===== src/rtl/calc_pkg.sv =====
// Shared definitions for the calculator command sequencer: sizes, adder opcodes,
// controller states and opcode decode helpers.
package calc_pkg;

    localparam int W    = 4;
    localparam int NREG = 4;

    localparam logic [2:0] OP_ADD    = 3'b000;
    localparam logic [2:0] OP_SUB_AB = 3'b001;
    localparam logic [2:0] OP_SUB_BA = 3'b101;

    typedef enum logic [1:0] {
        IDLE = 2'b00,
        SIGN = 2'b01,
        EXEC = 2'b10,
        RESP = 2'b11
    } state_e;

    function automatic logic is_abs(input logic [2:0] op);
        logic res_s;
        case (op)
            3'b010, 3'b011, 3'b110, 3'b111: res_s = 1'b1;
            default:                        res_s = 1'b0;
        endcase
        return res_s;
    endfunction

    // 11x takes |A|, 01x takes |B|
    function automatic logic abs_of_a(input logic [2:0] op);
        logic res_s;
        case (op)
            3'b110, 3'b111: res_s = 1'b1;
            default:        res_s = 1'b0;
        endcase
        return res_s;
    endfunction

    function automatic logic [2:0] arith_op(input logic [2:0] op);
        logic [2:0] res_s;
        case (op)
            3'b001:  res_s = OP_SUB_AB;
            3'b101:  res_s = OP_SUB_BA;
            default: res_s = OP_ADD;
        endcase
        return res_s;
    endfunction

    // Signed overflow from the sign bits of minuend/addend m, subtrahend/addend s, result r
    function automatic logic signed_ovf(input logic is_sub, input logic m_msb,
                                        input logic s_msb, input logic r_msb);
        logic res_s;
        if (is_sub) begin
            res_s = (m_msb != s_msb) && (r_msb != m_msb);
        end else begin
            res_s = (m_msb == s_msb) && (r_msb != m_msb);
        end
        return res_s;
    endfunction

endpackage


===== src/rtl/calc_regfile.sv =====
// Operand register file: one synchronous write port, two combinational read ports
// with latched copies captured on command accept, and a combinational debug read.
module calc_regfile #(
    parameter int W    = calc_pkg::W,
    parameter int NREG = calc_pkg::NREG
) (
    input  logic         clk,
    input  logic         rst_n,
    input  logic         wr_en_s,
    input  logic [1:0]   wr_addr_s,
    input  logic [W-1:0] wr_data_s,
    input  logic         rd_en_s,
    input  logic [1:0]   rd_a_addr_s,
    input  logic [1:0]   rd_b_addr_s,
    output logic [W-1:0] rd_a_data_s,
    output logic [W-1:0] rd_b_data_s,
    output logic [W-1:0] rd_a_q_r,
    output logic [W-1:0] rd_b_q_r,
    input  logic [1:0]   dbg_addr_s,
    output logic [W-1:0] dbg_data_s
);

    logic [W-1:0] mem_r [NREG];

    assign rd_a_data_s = mem_r[rd_a_addr_s];
    assign rd_b_data_s = mem_r[rd_b_addr_s];
    assign dbg_data_s  = mem_r[dbg_addr_s];

    // Storage and operand latches; reset wins over a same-edge write
    always_ff @(posedge clk) begin
        if (!rst_n) begin
            for (int i = 0; i < NREG; i++) begin
                mem_r[i] <= {W{1'b0}};
            end
            rd_a_q_r <= {W{1'b0}};
            rd_b_q_r <= {W{1'b0}};
        end else begin
            if (wr_en_s) begin
                mem_r[wr_addr_s] <= wr_data_s;
            end
            if (rd_en_s) begin
                rd_a_q_r <= mem_r[rd_a_addr_s];
                rd_b_q_r <= mem_r[rd_b_addr_s];
            end
        end
    end

endmodule


===== src/rtl/calc_seq_ctrl.sv =====
// Command sequencer for the shared 4-bit adder: accepts one command at a time,
// drives the adder for ADD/SUB/ABS, writes back and returns result plus flags.
module calc_seq_ctrl #(
    parameter int NREG = calc_pkg::NREG,
    parameter int W    = calc_pkg::W
) (
    input  logic         clk,
    input  logic         rst_n,
    input  logic         cmd_valid,
    output logic         cmd_ready,
    input  logic         cmd_ld,
    input  logic [2:0]   cmd_op,
    input  logic [1:0]   cmd_dst,
    input  logic [1:0]   cmd_src_a,
    input  logic [1:0]   cmd_src_b,
    input  logic [W-1:0] cmd_imm,
    output logic         rsp_valid,
    input  logic         rsp_ready,
    output logic [W-1:0] rsp_data,
    output logic         rsp_ovf,
    output logic         rsp_carry,
    output logic         rsp_err,
    output logic [W-1:0] alu_v1,
    output logic [W-1:0] alu_v2,
    output logic [2:0]   alu_op,
    input  logic [W-1:0] alu_r,
    input  logic         alu_ovf,
    input  logic [1:0]   dbg_addr,
    output logic [W-1:0] dbg_data
);

    import calc_pkg::*;

    localparam logic [W-1:0] ZERO    = {W{1'b0}};
    localparam logic [W-1:0] NEG_MIN = {1'b1, {(W-1){1'b0}}};

    state_e       state_r, state_nxt_s;
    logic         cmd_ready_r, rsp_valid_r;
    logic [W-1:0] rsp_data_r, rsp_data_nxt_s;
    logic         rsp_ovf_r, rsp_ovf_nxt_s;
    logic         rsp_carry_r, rsp_carry_nxt_s;
    logic         rsp_err_r, rsp_err_nxt_s;
    logic [W-1:0] alu_v1_r, alu_v1_nxt_s;
    logic [W-1:0] alu_v2_r, alu_v2_nxt_s;
    logic [2:0]   alu_op_r, alu_op_nxt_s;
    logic [1:0]   dst_r;
    logic [2:0]   op_r;

    logic         fire_s;
    logic         wr_en_s;
    logic [1:0]   wr_addr_s;
    logic [W-1:0] wr_data_s;
    logic [W-1:0] rd_a_s, rd_b_s, op_a_r, op_b_r;
    logic [W-1:0] abs_x_s;
    logic         exec_m_msb_s, exec_s_msb_s, exec_ovf_s;

    calc_regfile #(.W(W), .NREG(NREG)) u_regfile (
        .clk         (clk),
        .rst_n       (rst_n),
        .wr_en_s     (wr_en_s),
        .wr_addr_s   (wr_addr_s),
        .wr_data_s   (wr_data_s),
        .rd_en_s     (fire_s),
        .rd_a_addr_s (cmd_src_a),
        .rd_b_addr_s (cmd_src_b),
        .rd_a_data_s (rd_a_s),
        .rd_b_data_s (rd_b_s),
        .rd_a_q_r    (op_a_r),
        .rd_b_q_r    (op_b_r),
        .dbg_addr_s  (dbg_addr),
        .dbg_data_s  (dbg_data)
    );

    assign fire_s  = cmd_valid && cmd_ready_r;
    assign abs_x_s = abs_of_a(op_r) ? op_a_r : op_b_r;

    // The adder swaps operands for B-A, so the minuend is then v2
    assign exec_m_msb_s = (alu_op_r == OP_SUB_BA) ? alu_v2_r[W-1] : alu_v1_r[W-1];
    assign exec_s_msb_s = (alu_op_r == OP_SUB_BA) ? alu_v1_r[W-1] : alu_v2_r[W-1];
    assign exec_ovf_s   = signed_ovf(alu_op_r != OP_ADD, exec_m_msb_s, exec_s_msb_s, alu_r[W-1]);

    assign cmd_ready = cmd_ready_r;
    assign rsp_valid = rsp_valid_r;
    assign rsp_data  = rsp_data_r;
    assign rsp_ovf   = rsp_ovf_r;
    assign rsp_carry = rsp_carry_r;
    assign rsp_err   = rsp_err_r;
    assign alu_v1    = alu_v1_r;
    assign alu_v2    = alu_v2_r;
    assign alu_op    = alu_op_r;

    // Next state, write-back, next adder drive and next response fields
    always_comb begin
        state_nxt_s     = state_r;
        wr_en_s         = 1'b0;
        wr_addr_s       = dst_r;
        wr_data_s       = alu_r;
        alu_v1_nxt_s    = ZERO;
        alu_v2_nxt_s    = ZERO;
        alu_op_nxt_s    = OP_ADD;
        rsp_data_nxt_s  = rsp_data_r;
        rsp_ovf_nxt_s   = rsp_ovf_r;
        rsp_carry_nxt_s = rsp_carry_r;
        rsp_err_nxt_s   = rsp_err_r;
        case (state_r)
            IDLE: begin
                if (!fire_s) begin
                    state_nxt_s = IDLE;
                end else if (cmd_ld) begin
                    state_nxt_s     = RESP;
                    wr_en_s         = 1'b1;
                    wr_addr_s       = cmd_dst;
                    wr_data_s       = cmd_imm;
                    rsp_data_nxt_s  = cmd_imm;
                    rsp_ovf_nxt_s   = 1'b0;
                    rsp_carry_nxt_s = 1'b0;
                    rsp_err_nxt_s   = 1'b0;
                end else if (is_abs(cmd_op)) begin
                    state_nxt_s = SIGN;
                end else begin
                    state_nxt_s  = EXEC;
                    alu_v1_nxt_s = rd_a_s;
                    alu_v2_nxt_s = rd_b_s;
                    alu_op_nxt_s = arith_op(cmd_op);
                end
            end
            SIGN: begin
                if (abs_x_s == NEG_MIN) begin
                    state_nxt_s     = RESP;
                    rsp_data_nxt_s  = NEG_MIN;
                    rsp_ovf_nxt_s   = 1'b1;
                    rsp_carry_nxt_s = 1'b0;
                    rsp_err_nxt_s   = 1'b1;
                end else if (!abs_x_s[W-1]) begin
                    state_nxt_s  = EXEC;
                    alu_v1_nxt_s = abs_x_s;
                    alu_v2_nxt_s = ZERO;
                    alu_op_nxt_s = OP_ADD;
                end else begin
                    state_nxt_s  = EXEC;
                    alu_v1_nxt_s = ZERO;
                    alu_v2_nxt_s = abs_x_s;
                    alu_op_nxt_s = OP_SUB_AB;
                end
            end
            EXEC: begin
                state_nxt_s     = RESP;
                wr_en_s         = 1'b1;
                rsp_data_nxt_s  = alu_r;
                rsp_ovf_nxt_s   = exec_ovf_s;
                rsp_carry_nxt_s = alu_ovf;
                rsp_err_nxt_s   = 1'b0;
            end
            RESP: begin
                if (rsp_ready) begin
                    state_nxt_s = IDLE;
                end else begin
                    state_nxt_s = RESP;
                end
            end
            default: begin
                state_nxt_s = IDLE;
            end
        endcase
    end

    // State, registered outputs and accepted-command fields
    always_ff @(posedge clk) begin
        if (!rst_n) begin
            state_r     <= IDLE;
            cmd_ready_r <= 1'b0;
            rsp_valid_r <= 1'b0;
            rsp_data_r  <= ZERO;
            rsp_ovf_r   <= 1'b0;
            rsp_carry_r <= 1'b0;
            rsp_err_r   <= 1'b0;
            alu_v1_r    <= ZERO;
            alu_v2_r    <= ZERO;
            alu_op_r    <= OP_ADD;
            dst_r       <= 2'b00;
            op_r        <= 3'b000;
        end else begin
            state_r     <= state_nxt_s;
            cmd_ready_r <= (state_nxt_s == IDLE);
            rsp_valid_r <= (state_nxt_s == RESP);
            rsp_data_r  <= rsp_data_nxt_s;
            rsp_ovf_r   <= rsp_ovf_nxt_s;
            rsp_carry_r <= rsp_carry_nxt_s;
            rsp_err_r   <= rsp_err_nxt_s;
            alu_v1_r    <= alu_v1_nxt_s;
            alu_v2_r    <= alu_v2_nxt_s;
            alu_op_r    <= alu_op_nxt_s;
            if (fire_s) begin
                dst_r <= cmd_dst;
                op_r  <= cmd_op;
            end
        end
    end

endmodule


===== config.mk =====
export PLATFORM = sky130hd
export DESIGN_NAME = calc_seq_ctrl
export DESIGN_NICKNAME = d
export VERILOG_FILES = /design/src/rtl/calc_pkg.sv /design/src/rtl/calc_regfile.sv /design/src/rtl/calc_seq_ctrl.sv
export SDC_FILE = /design/constraint.sdc
export NUM_CORES = 1
export LEC_CHECK = 0
export CELL_PAD_IN_SITES_DETAIL_PLACEMENT = 1
export CELL_PAD_IN_SITES_GLOBAL_PLACEMENT = 1
export CORE_AREA = 3 3 106 108
export DETAILED_ROUTE_END_ITERATION = 6
export DIE_AREA = 0 0 109 111
export DONT_BUFFER_PORTS = 1
export PLACE_DENSITY = 0.56
export SYNTH_ARGS = -nofsm -noshare
export SYNTH_HDL_FRONTEND = slang
export SYNTH_SLANG_ARGS = --single-unit

===== constraint.sdc =====
create_clock -name clk -period 2.9 [get_ports clk]
set_input_delay 0.435 -clock clk [delete_from_list [all_inputs] [get_ports clk]]
set_output_delay 0.435 -clock clk [all_outputs]
set_load 0.01 [all_outputs]

# Word-level counts from Yosys, hierarchy flattened
# Memory sizes are Yosys's and may differ from the RTL's.
# Cells that the tools add are included.
# totals
in_bits,25
output_inout_bits,24
memories,1
register_bits,35
ram_bits,16
wordCells,107
# mem_list
name,words,width,read_ports,rd_clocked_by_memory_dff,write_ports,line_no,source
u_regfile.mem_r,4,4,3,0,4,calc_regfile.sv:23,logic [W-1:0] mem_r [NREG];
# op_classes
n_mux,61
n_eq_ne,20
reduce_logical,11
# op_table
cell,n
2-to-1 mux 4 bit,16
2-to-1 mux 1 bit,22
"equality test 3 bit, second input constant",6
2-to-1 mux 2 bit,8
case mux 4 bit (2 select lines),2
2-to-1 mux 3 bit,5
case mux 3 bit (2 select lines),2
case mux 4 bit (3 select lines),1
case mux 1 bit (3 select lines),3
case mux 2 bit (4 select lines),1
OR reduction 4 bit,2
"equality test 2 bit, second input constant",3
"equality test 3 x 2 -> 1 bit, second input constant",2
"inequality test 2 bit, second input constant",3
nonzero test 3 bit,2
"equality test 4 bit, second input constant",1
zero test 2 bit,2
AND reduction 4 bit,1
"equality test 3 x 1 -> 1 bit, second input constant",1
logical AND 1 bit,3
"equality test 2 x 1 -> 1 bit, second input constant",1
inequality test 1 bit,2
case mux 1 bit (2 select lines),1
OR reduction 2 bit,1
equality test 1 bit,1

# Depth between registers and ports, before layout
# Gate-level depths: netlist of run 1.
# depth
depth_word,11
ltp_mapped,8
mapped_depth_nobuf,6

# Hierarchy
# From an unflattened synthesis of run 1, not the netlist that was laid out.
# unflattened
cells_unflattened,262
hier_area_um2,2723.9
# modules_own_cells
module,instances,seq_area_each_um2,area_per_inst_um2,cells_each
calc_seq_ctrl,1,500.5,1377.6,158
calc_regfile,1,640.6,1346.3,104

# Worst setup path before layout of run 1
# Ideal clock, no wire load.
# synth_path
path_kind,reg2reg
startpoint,reg state_r[0]
endpoint,mem u_regfile.mem_r[1][0] (enable)
synth_period_minus_slack_ns,2.176
t_arrival_ns,1.868
slack_ns,0.724
path_buffers,2
setup_time_ns,0.308
stages_incl_launch_ff,9
required_ns,2.592
path_cell_list,dfxtp_1 > inv_1 > ha_1 > buf_6 > and4_4 > buf_6 > and2_1 > or4b_4 > nand2_1
# synth_rtl
item,line_no,source
"start, declared",calc_seq_ctrl.sv:37,"state_e state_r, state_nxt_s;"
"start signal, assigned",calc_seq_ctrl.sv:183,state_r <= state_nxt_s;
"end, declared",calc_regfile.sv:23,

==> summary.md, run 1 <==
| Metric | Value |
|---|---|
| Vias | 1,896 |
| First-pass GRT wire length | about 11,000 um |
| Worst vdd ir | 0.192 mV |
| Sequential area share after synthesis | 44.7% |
| Total grt overflow | 0 |
| Largest net degree at the start of global routing | 21 |
| Clk Tree Root Cell | clkbuf_8 |
| Via/cell ratio | 4.95 |
| Vias in the first global route | 2,064 |
| Core Area | about 10,000 sq um |
| Crit Path Max Fanout | 10 |
| # DRC | 0 |
| Hold_buf cts | 0 |
| Initial antenna violation count | 0 |
| Gate Count Post-Synth | between 200 and 250 |
| Routed Antenna Nets | 0 |
| Post-CTS Resized | 0 |
| WHS Path Cells | 2 |
| Place WS | 579 ps |
| H-tree depth | 2 |
| Hold Fails Final Rpt | 0 |
| I/O Buffers | 0 |
| Worst EP arrival | 2330 ps |
| DR iter-0 viols | 116 |
| Total track usage | between 10% and 20% |
| RR Endpoint | u_regfile.mem_r[1][3]$_SDFFCE_PN0P_ |
| TritonCTS Buffers | 5 |
| Commonest cells post-synth | nand2_1 (38), dfxtp_1 (33), a21oi_1 (25), nor2_1 (25), edfxtp_1 (16) |
| I/O Pins | 49 |
| # clock sinks | 49 |
| RSZ-0062 raised after global routing | false |
| Final Skew | around 3.1 ps |
| Filler cells | 1,162 |
| FFs w/ async S/R, synth | 0% |
| Syn nets | 279 |
| Total Wirelength | between 7000 and 8000 um |
| Worst setup path startpoint | state_r[0]$_SDFF_PN0_ |
| Final TNS setup | 0 ps |
| Crit end category | register |
| Hold Worst Slack | ~260 ps |
| GPL Wtd Cong | slightly above 0.8 |
| Status | completed |
| Final non-filler cell total | roughly 380 |
| Count leader, synth | nand2_1 |
| Initial Util | 24.7% |
| Average size of a mapped cell | between 10 and 15 sq um |
| Yosys warns | 0 |
| Placed cells | around 380 |
| Crit path kind | register to register |
| Hold wc startpoint | cmd_dst[1] |
| Chip width | about 110 um |
| Worst reg2reg path depth | 6 |
| Wire length per cell | 18.6 um |
| Reg2reg start | state_r[0]$_SDFF_PN0_ |
| Height of the die | 111 um |
| Period minus WS final | 2330 ps |
| Max_cap viols | 0 |
| Worst setup margin | 571 ps |
| Mapped Area | roughly 2600 sq um |
| Row count | 37 |
| Slew headroom | 50.6% |
| Worst EP required | 2910 ps |
| Share of cells above drive strength 1 | 12.1% |
| Leakage | 0.947 nW |
| Final setup vio count | 0 |
| Power Density | 711 nW/um^2 |
| Power, Total | between 1.5 and 2 mW |
| Diode count | 0 |
| Clock Latency Late Sink | 300 ps |
| Area leader, netlist | dfxtp_1 |
| Yosys reg bits | ~50 |
| Type of origin of the critical path | register |
| CTS clk-pin slew, worst paths | around 90 ps |
| Hold path endpoint | dst_r[1]$_SDFFE_PN0N_ |
| Nets | between 200 and 300 |
| Postcts setup bufs | 0 |
| Final Cycle Share | 80.3% |
| Post-synth EDFFs | 16 |
| Layout area overhead | 8.28% |
| Yosys top cell area share | 25.9% |
| DR pass1 iterations | 4 |
| CTS tree | done |
| Synth top area cells | dfxtp_1 (26%), edfxtp_1 (19%), mux4_2 (11%), nand2_1 (5.6%), a21oi_1 (4.9%) |
| Max Freq | about 430 MHz |
| Worst-Margin Slew | 741 ps |
| Synth cell types | 51 |
| Clock Path Buffers | 2 |
| Flop-to-flop setup slack | approximately 570 ps |
| Max Slew Vio Count | 0 |
| Commonest register cell after synthesis | dfxtp_1 |
| DIE AREA | about 12,000 sq um |
| DP HPWL | 5700 um |
| HP Class | primary input to register |
==> worst max-delay path: stages (launching register included) <==
cell and delay, ps:
dfxtp_1 350, inv_1 90, ha_1 380, and4_4 370
o21ai_4 90, or4b_4 570, nand2_1 180
==> cells in the final DEF, fill, tap and decap left out, types with 2 or more instances in the layout <==
cell	instances
and3_1	6
or4b_4	3
nand3b_1	5
nand3_1	6
nor2b_1	2
dfxtp_1	33
a2bb2oi_1	3
a21oi_1	25
nand4_1	3
a21boi_0	2
clkbuf_8	6
buf_4	2
edfxtp_1	16
clkbuf_1	2
mux2i_1	9
a311oi_1	3
mux4_2	12
and2_1	2
nand2_1	38
o21ai_0	6
inv_1	3
nand2b_1	4
ha_1	5
nor2_1	25
==> worst max-delay path by stage <==
stage                                               end  slack (ps)
floorplan           u_regfile.mem_r[1][0]$_SDFFCE_PN0P_         720
global placement    u_regfile.mem_r[1][2]$_SDFFCE_PN0P_         690
detailed placement      u_regfile.mem_r[3][0]$_DFFE_PP_         580
CTS                     u_regfile.mem_r[3][1]$_DFFE_PP_         560
global route            u_regfile.mem_r[3][2]$_DFFE_PP_         380
finish              u_regfile.mem_r[1][3]$_SDFFCE_PN0P_         570
==> layer usage <==
layer | global-route usage, % | share of wire (%)
met1 | 14.5 | 42
met5 | 0 | 0
met2 | 21.3 | 52
met3 | 3.09 | 4.7
met4 | 4.38 | 2.0
==> registers in the layout, summed over array words and instances (netlist names) <==
register            cells
alu_op                  2
rsp_ovf                 1
rsp_err                 1
rsp_valid               1
u_regfile.rd_a_q_r      4
op_r                    2
dst_r                   2
alu_v1                  4
u_regfile.mem_r        16
rsp_data                4
u_regfile.rd_b_q_r      4
alu_v2                  4
rsp_carry               1
state_r                 2
cmd_ready               1
==> through the flow <==
step                      util, %  instance area [sq um]
after detailed placement     25.9                   2670
after global placement       25.9                   2670
after floorplan                 -                   2550
after CTS                    26.8                   2760
final                        26.8                   2760
after global routing         26.8                   2760
==> final cells by class <==
class                      count  area [sq um]  share of cell area (%)
sequential                    49          1140                    41.3
tap                          136           170                    6.16
timing repair buffer           2          15.0                   0.543
clock buffer                   8          90.1                    3.26
multi-input combinational    185          1340                    48.3
inverter                       3          11.3                   0.407
==> report_power, final <==
part / total, mW / internal (mW) / switching, mW
combinational: 0.642 / 0.247 / 0.395
clock: 0.422 / 0.195 / 0.227
sequential: 0.901 / 0.805 / 0.0956
total: 1.96 / 1.25 / 0.717
==> logic make-up (layout without fill, tap and decap cells) <==
logic type      Yosys count  in the layout  synth area share (%)
other cells               1              1                 0.147
flops                    49             49                  44.7
xor+xnor                  1              1                 0.343
simple gates            103            103                  20.8
compound gates           54             54                  14.5
buf+inv                  15             13                  2.94
mux                      21             21                  14.1
fa+ha+maj                 5              5                  2.45
Note: power is estimated with default switching activity, not from simulation.
==> run 2, diff against run 1 <==
- PLACE_DENSITY: 0.56 -> 0.58
- clock period: 2.9 -> 2.05 ns (I/O delays scaled with it)
==> summary.md, run 2 (synthesis results as in run 1) <==
| Metric | Value |
|---|---|
| Worst EP required | 2080 ps (-830 ps) |
| Leakage | 1.02 nW (+7.8%) |
| Slew headroom | 64.7% (+14 points) |
| # DRC | 0 (unchanged) |
| Met1 Usage GRT | 15.1% (+0.53 points) |
| Status | completed |
| Worst reg2reg path depth | 6 (unchanged) |
| Clock Path Buffers | 2 (unchanged) |
| Type of origin of the critical path | register |
| Max Freq | 508 MHz (+18%) |
| CTS clk-pin slew, worst paths | 90 ps (about the same) |
| First-pass GRT wire length | 11,700 um (+2.7%) |
| Final Skew | 6.73 ps (+3.60 ps) |
| Max Slew Vio Count | 0 (unchanged) |
| Most frequent cells in the layout | nand2_1 (36), dfxtp_1 (31), nor2_1 (25), a21oi_1 (25), buf_4 (17) |
| Crit Path Max Fanout | 5 (-5) |
| Largest net degree at the start of global routing | 16 (-24%) |
| Crit path kind | register to register |
| Share of cells above drive strength 1 | 21.0% (+8.8 points) |
| Largest register FFs | 16 (unchanged) |
| Placed cells | 383 (+2.1%) |
| Via/cell ratio | 4.94 (-0.22%) |
| H-tree depth | 2 (unchanged) |
| Clock Latency Late Sink | 310 ps (about the same) |
| RR Endpoint | u_regfile.mem_r[1][2]$_SDFFCE_PN0P_ |
| Flop-to-flop setup slack | 80 ps (-490 ps) |
| DP HPWL | 5910 um (+3.8%) |
| Chip width | 109 um (unchanged) |
| Routed Antenna Nets | 0 (unchanged) |
| TritonCTS Buffers | 5 (unchanged) |
| Total Wirelength | 7540 um (+5.9%) |
| CTS tree | done |
| Hold Worst Slack | 120 ps (-141 ps) |
| Clk Tree Root Cell | clkbuf_8 |
| Hold_buf cts | 0 (unchanged) |
| I/O Pins | 49 (unchanged) |
| DIE AREA | 12,100 sq um (unchanged) |
| Crit end category | register |
| Final Instance Area | 2910 sq um (+5.4%) |
| WHS Path Cells | 2 (unchanged) |
| Final non-filler cell total | 398 (+3.9%) |
| Most Crowded Layer GR | met2 |
| Worst EP arrival | 2000 ps (-330 ps) |
| Max_cap viols | 0 (unchanged) |
| Most common cell after layout, fill and taps aside | nand2_1 |
| Vias in the first global route | 2,067 (+0.15%) |
| Final setup vio count | 0 (unchanged) |
| Diode count | 0 (unchanged) |
| Period minus WS final | 1970 ps (-361 ps) |
| Core Area | 10,300 sq um (unchanged) |
| Power Density | 1040 nW/um^2 (+46%) |
| DR iter-0 viols | 81 (-30%) |
| Initial Util | 24.7% (unchanged) |
| Worst-Margin Slew | 523 ps (-217 ps) |
| Filler cells | 1,171 (+0.77%) |
| Met3 Track Usage GR | 3.38% (+0.29 points) |
| Row count | 37 (unchanged) |
| GPL Wtd Cong | 0.772 (-4.7%) |
| Layout area overhead | 14.2% |
| Hold path endpoint | op_r[2]$_SDFFE_PN0N_ |
| Wire length per cell | 19.0 um (+1.9%) |
| Final Cycle Share | 96.0% (+16 points) |
| HP Class | primary input to register |
| Power, Total | 3.02 mW (+54%) |
| I/O Buffers | 0 (unchanged) |
| Hold wc startpoint | cmd_op[2] |
| DR pass1 iterations | 4 (unchanged) |
| Height of the die | 111 um (unchanged) |
| Hold Fails Final Rpt | 0 (unchanged) |
| Util after Layout | 28.2% (+1.5 points) |
| Biggest register | u_regfile.mem_r |
| GRT met2 Usage | 22.0% (+0.70 points) |
| Vias | 1,966 (+3.7%) |
| Area after DPL | 2760 sq um (+3.2%) |
| Nets | 291 (+5.4%) |
| Total grt overflow | 0 (unchanged) |
| # clock sinks | 49 (unchanged) |
| Worst vdd ir | 0.281 mV (+46%) |
| RSZ-0062 raised after global routing | true |
| Total track usage | 12.7% (+0.42 points) |
| Initial antenna violation count | 0 (unchanged) |
| Reg2reg start | state_r[0]$_SDFF_PN0_ |
-- run 2: cell count changes in the layout (fill, tap and decap cells not counted), moves of 2 or more --
cell | previous run | this run
buf_4 | 2 | 17
dfxtp_1 | 33 | 31
dfxtp_4 | 0 | 2
inv_1 | 3 | 1
inv_4 | 0 | 2
nand2_1 | 38 | 36
-- run 2: cell type report --
| type | count | area (sq um) | share of cell area [%] |
|---|---|---|---|
| Clock buffer | 6 | 72.6 | 2.49 |
| Clock inverter | 2 | 13.8 | 0.472 |
| Inverter | 3 | 16.3 | 0.558 |
| Multi-Input combinational cell | 185 | 1370 | 46.8 |
| Sequential cell | 49 | 1150 | 39.4 |
| Tap cell | 136 | 170 | 5.84 |
| Timing Repair Buffer | 17 | 128 | 4.38 |
-- run 2: worst max-delay path, cell delays in order (launching register included) --
cell and delay, ps:
dfxtp_4 370, inv_4 60, ha_4 140, nand4_1 170, mux2i_2 230, or4b_4 590
nand2_4 110
-- run 2: where the power goes --
group	switching [mW]	internal (mW)
clock network	0.345	0.244
logic	0.613	0.539
registers	0.133	1.15
-- run 2: repair_timing --
action,CTS,global route
setup buffers,0,7
setup endpoints to repair,0,13
resized for setup,0,7
endpoints found under the hold margin,0,0
-- run 2: how the worst max path moves through the flow --
stage	cells after the start	end	start	slack [ps]
after floorplan	8	u_regfile.mem_r[1][0]$_SDFFCE_PN0P_	state_r[0]$_SDFF_PN0_	10
after global placement	6	u_regfile.mem_r[1][0]$_SDFFCE_PN0P_	state_r[0]$_SDFF_PN0_	140
after detailed placement	6	u_regfile.mem_r[1][2]$_SDFFCE_PN0P_	state_r[0]$_SDFF_PN0_	70
after CTS	6	u_regfile.mem_r[1][2]$_SDFFCE_PN0P_	state_r[0]$_SDFF_PN0_	50
after global routing	6	u_regfile.mem_r[1][2]$_SDFFCE_PN0P_	state_r[0]$_SDFF_PN0_	-20
final	6	u_regfile.mem_r[1][2]$_SDFFCE_PN0P_	state_r[0]$_SDFF_PN0_	80
-- run 2: stage by stage --
step                      setup slack, ps  TNS (ps)
after floorplan                      11.3         0
after global placement                137         0
after detailed placement             72.7         0
after CTS                            54.4         0
after global routing                -17.1     -54.6
final                                81.4         0
-- run 2: metal layers --
metal / routed length [um] / vias to the layer above
met5: 0 / -
met4: 134 / 0
met3: 380 / 9
met2: 3860 / 37
met1: 3170 / 979
li1: - / 941
==> run 3, diff against run 2 <==
- CTS_CLUSTER_SIZE: default -> 10
==> results of run 3 <==
The final DEF is identical to that of run 2; final timing and power are the same.
